--- src/rtl/fu_mult_pipe.sv ---
// Pipelined multiplier functional unit: STAGES-deep radix-2^(XLEN/STAGES) product with bubble-collapsing stall.
// Optional build macro FU_MULT_SQUASH_EN makes squash flush every in-flight entry.
module fu_mult_pipe #(
    parameter int XLEN   = 32,
    parameter int STAGES = 4,
    parameter int PRS_W  = 6,
    parameter int ROB_W  = 5
) (
    input  logic             clk,
    input  logic             rst,
    input  logic             issue_valid,
    input  logic [1:0]       issue_op,
    input  logic [XLEN-1:0]  issue_a,
    input  logic [XLEN-1:0]  issue_b,
    input  logic [PRS_W-1:0] issue_prs,
    input  logic [ROB_W-1:0] issue_rob,
    input  logic             squash,
    input  logic             bs_hazard,
    output logic             rsb_fu_ready,
    output logic             fum_complete_req,
    output logic [XLEN-1:0]  out_value,
    output logic [PRS_W-1:0] out_prs,
    output logic [ROB_W-1:0] out_rob
);
    localparam int CW   = XLEN / STAGES;
    localparam int PW   = 2 * XLEN;
    localparam int LAST = STAGES - 1;

    typedef enum logic [1:0] {
        OP_MULT   = 2'd0,
        OP_MULH   = 2'd1,
        OP_MULHSU = 2'd2,
        OP_MULHU  = 2'd3
    } mul_op_e;

    logic [STAGES-1:0] valid_reg;
    mul_op_e           op_reg  [STAGES];
    logic [PRS_W-1:0]  prs_reg [STAGES];
    logic [ROB_W-1:0]  rob_reg [STAGES];
    logic [PW-1:0]     a_reg   [STAGES];
    logic [XLEN-1:0]   b_reg   [STAGES];
    logic [PW-1:0]     acc_reg [STAGES];

    // Per-stage inputs: stage 0 is fed by the issue port, stage i by stage i-1.
    logic [STAGES-1:0] s_valid;
    mul_op_e           s_op    [STAGES];
    logic [PRS_W-1:0]  s_prs   [STAGES];
    logic [ROB_W-1:0]  s_rob   [STAGES];
    logic [PW-1:0]     s_a     [STAGES];
    logic [XLEN-1:0]   s_b     [STAGES];
    logic [PW-1:0]     s_acc   [STAGES];
    logic [PW-1:0]     acc_next[STAGES];

    logic [STAGES:0]   take;
    mul_op_e           issue_op_e;
    logic [PW-1:0]     issue_a_ext;

    assign issue_op_e  = mul_op_e'(issue_op);
    assign issue_a_ext = (issue_op_e == OP_MULHU) ? {{XLEN{1'b0}}, issue_a}
                                                  : {{XLEN{issue_a[XLEN-1]}}, issue_a};

    // take[i]: stage i may load this edge (it is empty or everything ahead of it moves).
    always_comb begin
        take         = '0;
        take[STAGES] = !bs_hazard;
        for (int i = STAGES - 1; i >= 0; i--) begin
            take[i] = !valid_reg[i] || take[i+1];
        end
    end

    genvar gi;
    generate
        for (gi = 0; gi < STAGES; gi++) begin : g_stage
            logic [CW-1:0] chunk;
            logic          neg;
            logic [PW-1:0] pp;

            if (gi == 0) begin : g_first
                assign s_valid[gi] = issue_valid;
                assign s_op[gi]    = issue_op_e;
                assign s_prs[gi]   = issue_prs;
                assign s_rob[gi]   = issue_rob;
                assign s_a[gi]     = issue_a_ext;
                assign s_b[gi]     = issue_b;
                assign s_acc[gi]   = '0;
            end else begin : g_rest
                assign s_valid[gi] = valid_reg[gi-1];
                assign s_op[gi]    = op_reg[gi-1];
                assign s_prs[gi]   = prs_reg[gi-1];
                assign s_rob[gi]   = rob_reg[gi-1];
                assign s_a[gi]     = a_reg[gi-1];
                assign s_b[gi]     = b_reg[gi-1];
                assign s_acc[gi]   = acc_reg[gi-1];
            end

            // A signed B contributes its top bit with negative weight, folded into the last chunk.
            assign chunk = s_b[gi][gi*CW +: CW];
            assign neg   = (gi == LAST) && chunk[CW-1] &&
                           (s_op[gi] == OP_MULT || s_op[gi] == OP_MULH);
            assign pp    = s_a[gi] * {{(PW-CW){neg}}, chunk};
            assign acc_next[gi] = s_acc[gi] + (pp << (gi * CW));
        end
    endgenerate

    always_ff @(posedge clk or posedge rst) begin
        if (rst) begin
            valid_reg <= '0;
            for (int i = 0; i < STAGES; i++) begin
                op_reg[i]  <= OP_MULT;
                prs_reg[i] <= '0;
                rob_reg[i] <= '0;
                a_reg[i]   <= '0;
                b_reg[i]   <= '0;
                acc_reg[i] <= '0;
            end
        end else begin
            for (int i = 0; i < STAGES; i++) begin
                if (take[i]) begin
                    valid_reg[i] <= s_valid[i];
                    op_reg[i]    <= s_op[i];
                    prs_reg[i]   <= s_prs[i];
                    rob_reg[i]   <= s_rob[i];
                    a_reg[i]     <= s_a[i];
                    b_reg[i]     <= s_b[i];
                    acc_reg[i]   <= acc_next[i];
                end
            end
`ifdef FU_MULT_SQUASH_EN
            if (squash) begin
                valid_reg <= '0;
            end
`endif
        end
    end

`ifndef FU_MULT_SQUASH_EN
    logic squash_unused;
    assign squash_unused = squash;
`endif

    assign fum_complete_req = valid_reg[LAST];
    assign rsb_fu_ready     = !rst && take[0];

    always_comb begin
        out_value = '0;
        out_prs   = '0;
        out_rob   = '0;
        if (valid_reg[LAST]) begin
            out_value = (op_reg[LAST] == OP_MULT) ? acc_reg[LAST][XLEN-1:0]
                                                  : acc_reg[LAST][PW-1:XLEN];
            out_prs   = prs_reg[LAST];
            out_rob   = rob_reg[LAST];
        end
    end
endmodule

--- config.mk ---
export PLATFORM = sky130hd
export DESIGN_NAME = fu_mult_pipe
export DESIGN_NICKNAME = d
export VERILOG_FILES = /design/src/rtl/fu_mult_pipe.sv
export SDC_FILE = /design/constraint.sdc
export NUM_CORES = 2
export LEC_CHECK = 0
export BUFFER_PORTS_ARGS = -buffer_cell sky130_fd_sc_hd__buf_2
export CORE_ASPECT_RATIO = 1.2
export CORE_MARGIN = 8
export CORE_UTILIZATION = 55
export DETAILED_ROUTE_END_ITERATION = 10
export PLACE_DENSITY = 0.81
export SETUP_SLACK_MARGIN = 0.05
export SLEW_MARGIN = 5
export SYNTH_ARGS = -nofsm -noshare
export SYNTH_HDL_FRONTEND = slang
export SYNTH_SLANG_ARGS = --single-unit
--- constraint.sdc ---
create_clock -name clk -period 31.8 [get_ports clk]
set_clock_uncertainty 0.05 [all_clocks]
set_input_delay 4.77 -clock clk [delete_from_list [all_inputs] [get_ports clk]]
set_output_delay 4.77 -clock clk [all_outputs]
set_load 0.05 [all_outputs]
# --- Word level (Yosys, flattened, before mapping) ---
# Cells that the tools add are included.
op_classes:
  shifts: 0
  n_bitwise: 0
  n_lt_le_gt_ge: 0
  multipliers: 4
  eq_ne: 2
  n_reduce_logical: 15
  div_mod_pow: 0
  mux: 5
  add_sub_neg: 3
ops:
  columns: ["operator", "n"]
  rows:
  - ["64-bit adder", 3]
  - ["64-bit by 8-bit multiplier with 48-bit output", 1]
  - ["64-bit by 8-bit multiplier with 56-bit output", 1]
  - ["64-bit by 8-bit multiplier with 64-bit output", 1]
  - ["64-bit by 9-bit multiplier with 40-bit output", 1]
  - ["32-bit 2-to-1 mux", 2]
  - ["64-bit 2-to-1 mux", 1]
  - ["1-bit logical NOT", 6]
  - ["6-bit 2-to-1 mux", 1]
  - ["1-bit logical OR", 5]
  - ["5-bit 2-to-1 mux", 1]
  - ["2-bit logical NOT", 2]
  - ["2-bit by 1-bit == test with 1-bit output, second input constant", 1]
  - ["2-bit == test, second input constant", 1]
  - ["1-bit logical AND", 2]
totals:
  rom_bits: 0
  mem_bits_rw: 0
  ff_bits: 600
  elab_cells: 55
  output_inout_bits: 45
  mem_count: 0
  latch_bits: 0

# --- Longest topological paths before layout ---
logic_depth:
  depth_word: 6
  depth_mapped: 36
  mapped_depth_nobuf: 35

# --- Worst setup path before layout ---
# OpenSTA, ideal clock, no wires.
synth_timing:
  path_kind: "input -> output"
  start: "in bs_hazard"
  end: "out rsb_fu_ready"
  path_buffers: 2
  stages: 5
  arrival_time_ps: 6135
  required_time_ps: 26980
  slack_ps: 20845
  cell_sequence: "and3_1 > and3_1 > clkbuf_1 > clkbuf_1 > nor2_1"
synth_via:
  elab_chain_cells: 6
synth_lines:
  columns: ["element", "line", "source"]
  rows:
  - ["from (decl)", "18", "input logic bs_hazard,"]
  - ["1-bit logical NOT", "65", "take[STAGES] = !bs_hazard;"]
  - ["1-bit logical OR (4 in a row)", "67", "take[i] = !valid_reg[i] || take[i+1];"]
  - ["1-bit logical AND", "142", "assign rsb_fu_ready = !rst && take[0];"]
  - ["to (decl)", "19", "output logic rsb_fu_ready,"]
# Every way passes these cells.

# --- Final worst setup path ---
# Ends and elaborated chain as after synthesis.

==> results.tsv <==
metric	value	unit
outcome	complete, no violations	
antenna_cells	0	
drt-pass1-iter-count	5	
dp_hpwl	123	mm
cts_setup_buffers	0	
synthXorXnorAreaFrac	0.0412	
period_share	0.357	
setup_tns	0	ns
hp-class	flop to flop	
die_x	315	microns
drv_cap	0	
crit_family	simple AND/OR/NAND/NOR gates	
clk_pin_slew	0.06	ns
start_util	0.555	
grt_pass1_vias	48700	
dieArea	0.118	sq mm
ys_types	74	
cpMaxStageDelayCell	and3_4	
critical_path_required	26.98	ns
largest_reg_flops	256	
area_delta_synth_final	5.37	%
ios	127	
slew_headroom	0.172	
syn-instance-count	6735	
grt_max_degree	133	
cp_cell_sequence	buf_2 > and3_4 > and3_4 > nor2_1 > buf_2	
synth_edf_count	0	
hold_buffers	0	
ant_nets	0	
avgSynthCellArea	8.77	sq um
cts-root-buf	clkbuf_16	
setup_viol	0	
critPathBufInv	2	
path_max_fanout	59	
dpl.cell_count	7963	
dr.first_iter.drc_count	3296	
max_stage_delay	0.77	ns
synthSimpleGateAreaFrac	0.209	
track_usage	0.265	
synth_top_family_by_area	adder cells	
dieHeight	375	microns
cts-buffers-inserted	52	
routed_wl	156	mm
rows	131	
hold_violations	0	
nets	7963	
rsz0062_at_grt	no	
yosys_warnings	0	
htreeDepth	2	
wl_per_cell	19.3	microns
finalMaxSlewViolations	0	
fin_cells	8059	
syn_nets	8077	
synth_compound_area_frac	0.109	
synth_ff_type	dfrtp_1	
clk_path_buf_depth	3	
port_buffers	125	
ctsResizeCount	0	
routed_via_density	5.73	
cts_tree	yes	
arrival	6.54	ns
drc	0	
clock_sinks	459	
gp_congestion	1.00	
cp-start-kind	primary input	
drive_above_1_share	0.0438	
synth_adder_area_share	0.377	
syn_area	0.0590	sq mm
ys_async_sr_fraction	1.00	
grt_pass1_wl	253	mm
core_area	0.106	sq mm
grt_overflow	0	
synthMuxAreaShare	0.000191	
synth-seq-cells	459	
grt_antenna_before_repair	1	
post-route-min-period	11.36	ns
endpoint_kind	output port	
max_freq	0.0880	GHz
path_class	primary input to output port	
ys_seq_area_frac	0.195	
worst_pin_slew	1.24	ns
insertion_delay	0.64	ns
reg2reg_setup_slack	22.26	ns
vias	46200	
-- worst reg2reg max path: cells and delay by family, from the launching register on --
kind	cells	cell delay [ns]
AND/OR/NAND/NOR	5	2.09
flip-flops	1	0.32
AO/OA/AOI/OAI	12	2.37
XOR/XNOR	2	0.87
buffers and inverters	4	0.53
adder cells (fa/ha/maj)	7	3.18
-- layout make-up --
type                       count  area [sq um]
timing repair buffer         166           946
fill                        9059         44200
sequential                   459         11500
inverter                     719          2710
multi-input combinational   5223         43600
tap                         1396          1750
clock inverter                26           329
clock buffer                  70          1440
-- logic make-up after synthesis --
kind of cell,count (synthesis)
DFF,459
muxes,1
AOI/OAI and AO/OA,1034
adders and majority gates,1260
xor gates and xnor gates,278
buffers and inverters,1053
and+or+nand+nor,2650
-- per-layer routing --
metal  share of wire  track usage
met2            0.48        0.443
met3           0.064       0.0348
met4           0.060        0.139
met5               0            0
met1            0.40        0.335
-- cell usage in the layout, fill, tap and decap left out, drive strengths merged, types with 16 or more instances in the layout --
cell type	instances
nor2	252
inv	724
o21bai	46
a211oi	21
buf	166
a21boi	44
nand2	1414
a31oi	30
nand3	57
and2	710
fa	867
xor2	93
a21o	170
nand2b	41
o31ai	16
o21ai	202
o21a	40
dfrtp	459
a21oi	374
nor3	32
ha	393
xnor2	185
nand4	25
clkbuf	70
and3	36
nor2b	37
-- synth_stat cells (all sizes together) (7+ instances only) --
cell type	number	area share
xnor2	185	0.027
o31ai	16	0.0022
dfrtp	459	0.19
inv	719	0.046
a221oi	7	0.0010
or2	14	0.0015
or3	9	0.00095
a21oi	374	0.032
nand2	1414	0.090
o21ai	202	0.017
o21bai	46	0.0060
nor2b	37	0.0039
nand3	57	0.0048
buf	46	0.0044
ha	393	0.083
a211o	8	0.0012
and2	710	0.075
and3	36	0.0038
xor2	93	0.014
a211oi	21	0.0027
nand2b	41	0.0043
a21boi	44	0.0057
clkbuf	288	0.018
o21a	40	0.0051
o211ai	10	0.0013
and4	9	0.0013
nand4	25	0.0026
a31oi	30	0.0032
a21o	170	0.022
a2111oi	7	0.0011
nor3	32	0.0027
nor2	252	0.016
fa	867	0.29
-- worst paths after layout --
| check | start | end | depth (start not counted) |
|---|---|---|---|
| worst max-delay path | bs_hazard | rsb_fu_ready | 5 |
| worst min-delay path | rob_reg[0]$_DFFE_PP0P_ | rob_reg[0]$_DFFE_PP0P_ | 2 |
| worst max register to register | b_reg[63]$_DFFE_PP0P_ | acc_reg[62]$_DFFE_PP0P_ | 30 |
| worst min register to register | rob_reg[0]$_DFFE_PP0P_ | rob_reg[0]$_DFFE_PP0P_ | 2 |
| max in group asynchronous | rst | a_reg[80]$_DFFE_PP0P_ | 4 |
| min in group asynchronous | rst | rob_reg[17]$_DFFE_PP0N_ | 2 |
-- stage by stage --
| stage | area (sq um) | hold slack, ns | setup slack [ns] | utilization |
|---|---|---|---|---|
| floorplan | 59000 | 0.380 | 14.18 | - |
| global placement | 60400 | 0.391 | 20.47 | 0.568 |
| detailed placement | 60400 | 0.398 | 20.44 | 0.568 |
| CTS | 62200 | 0.411 | 20.45 | 0.585 |
| global route | 62200 | 0.427 | 20.35 | 0.585 |
| finish | 62200 | 0.408 | 20.44 | 0.585 |
Power is not shown: default switching activity piles up to over one toggle a cycle in this logic, so the estimate is an artifact.
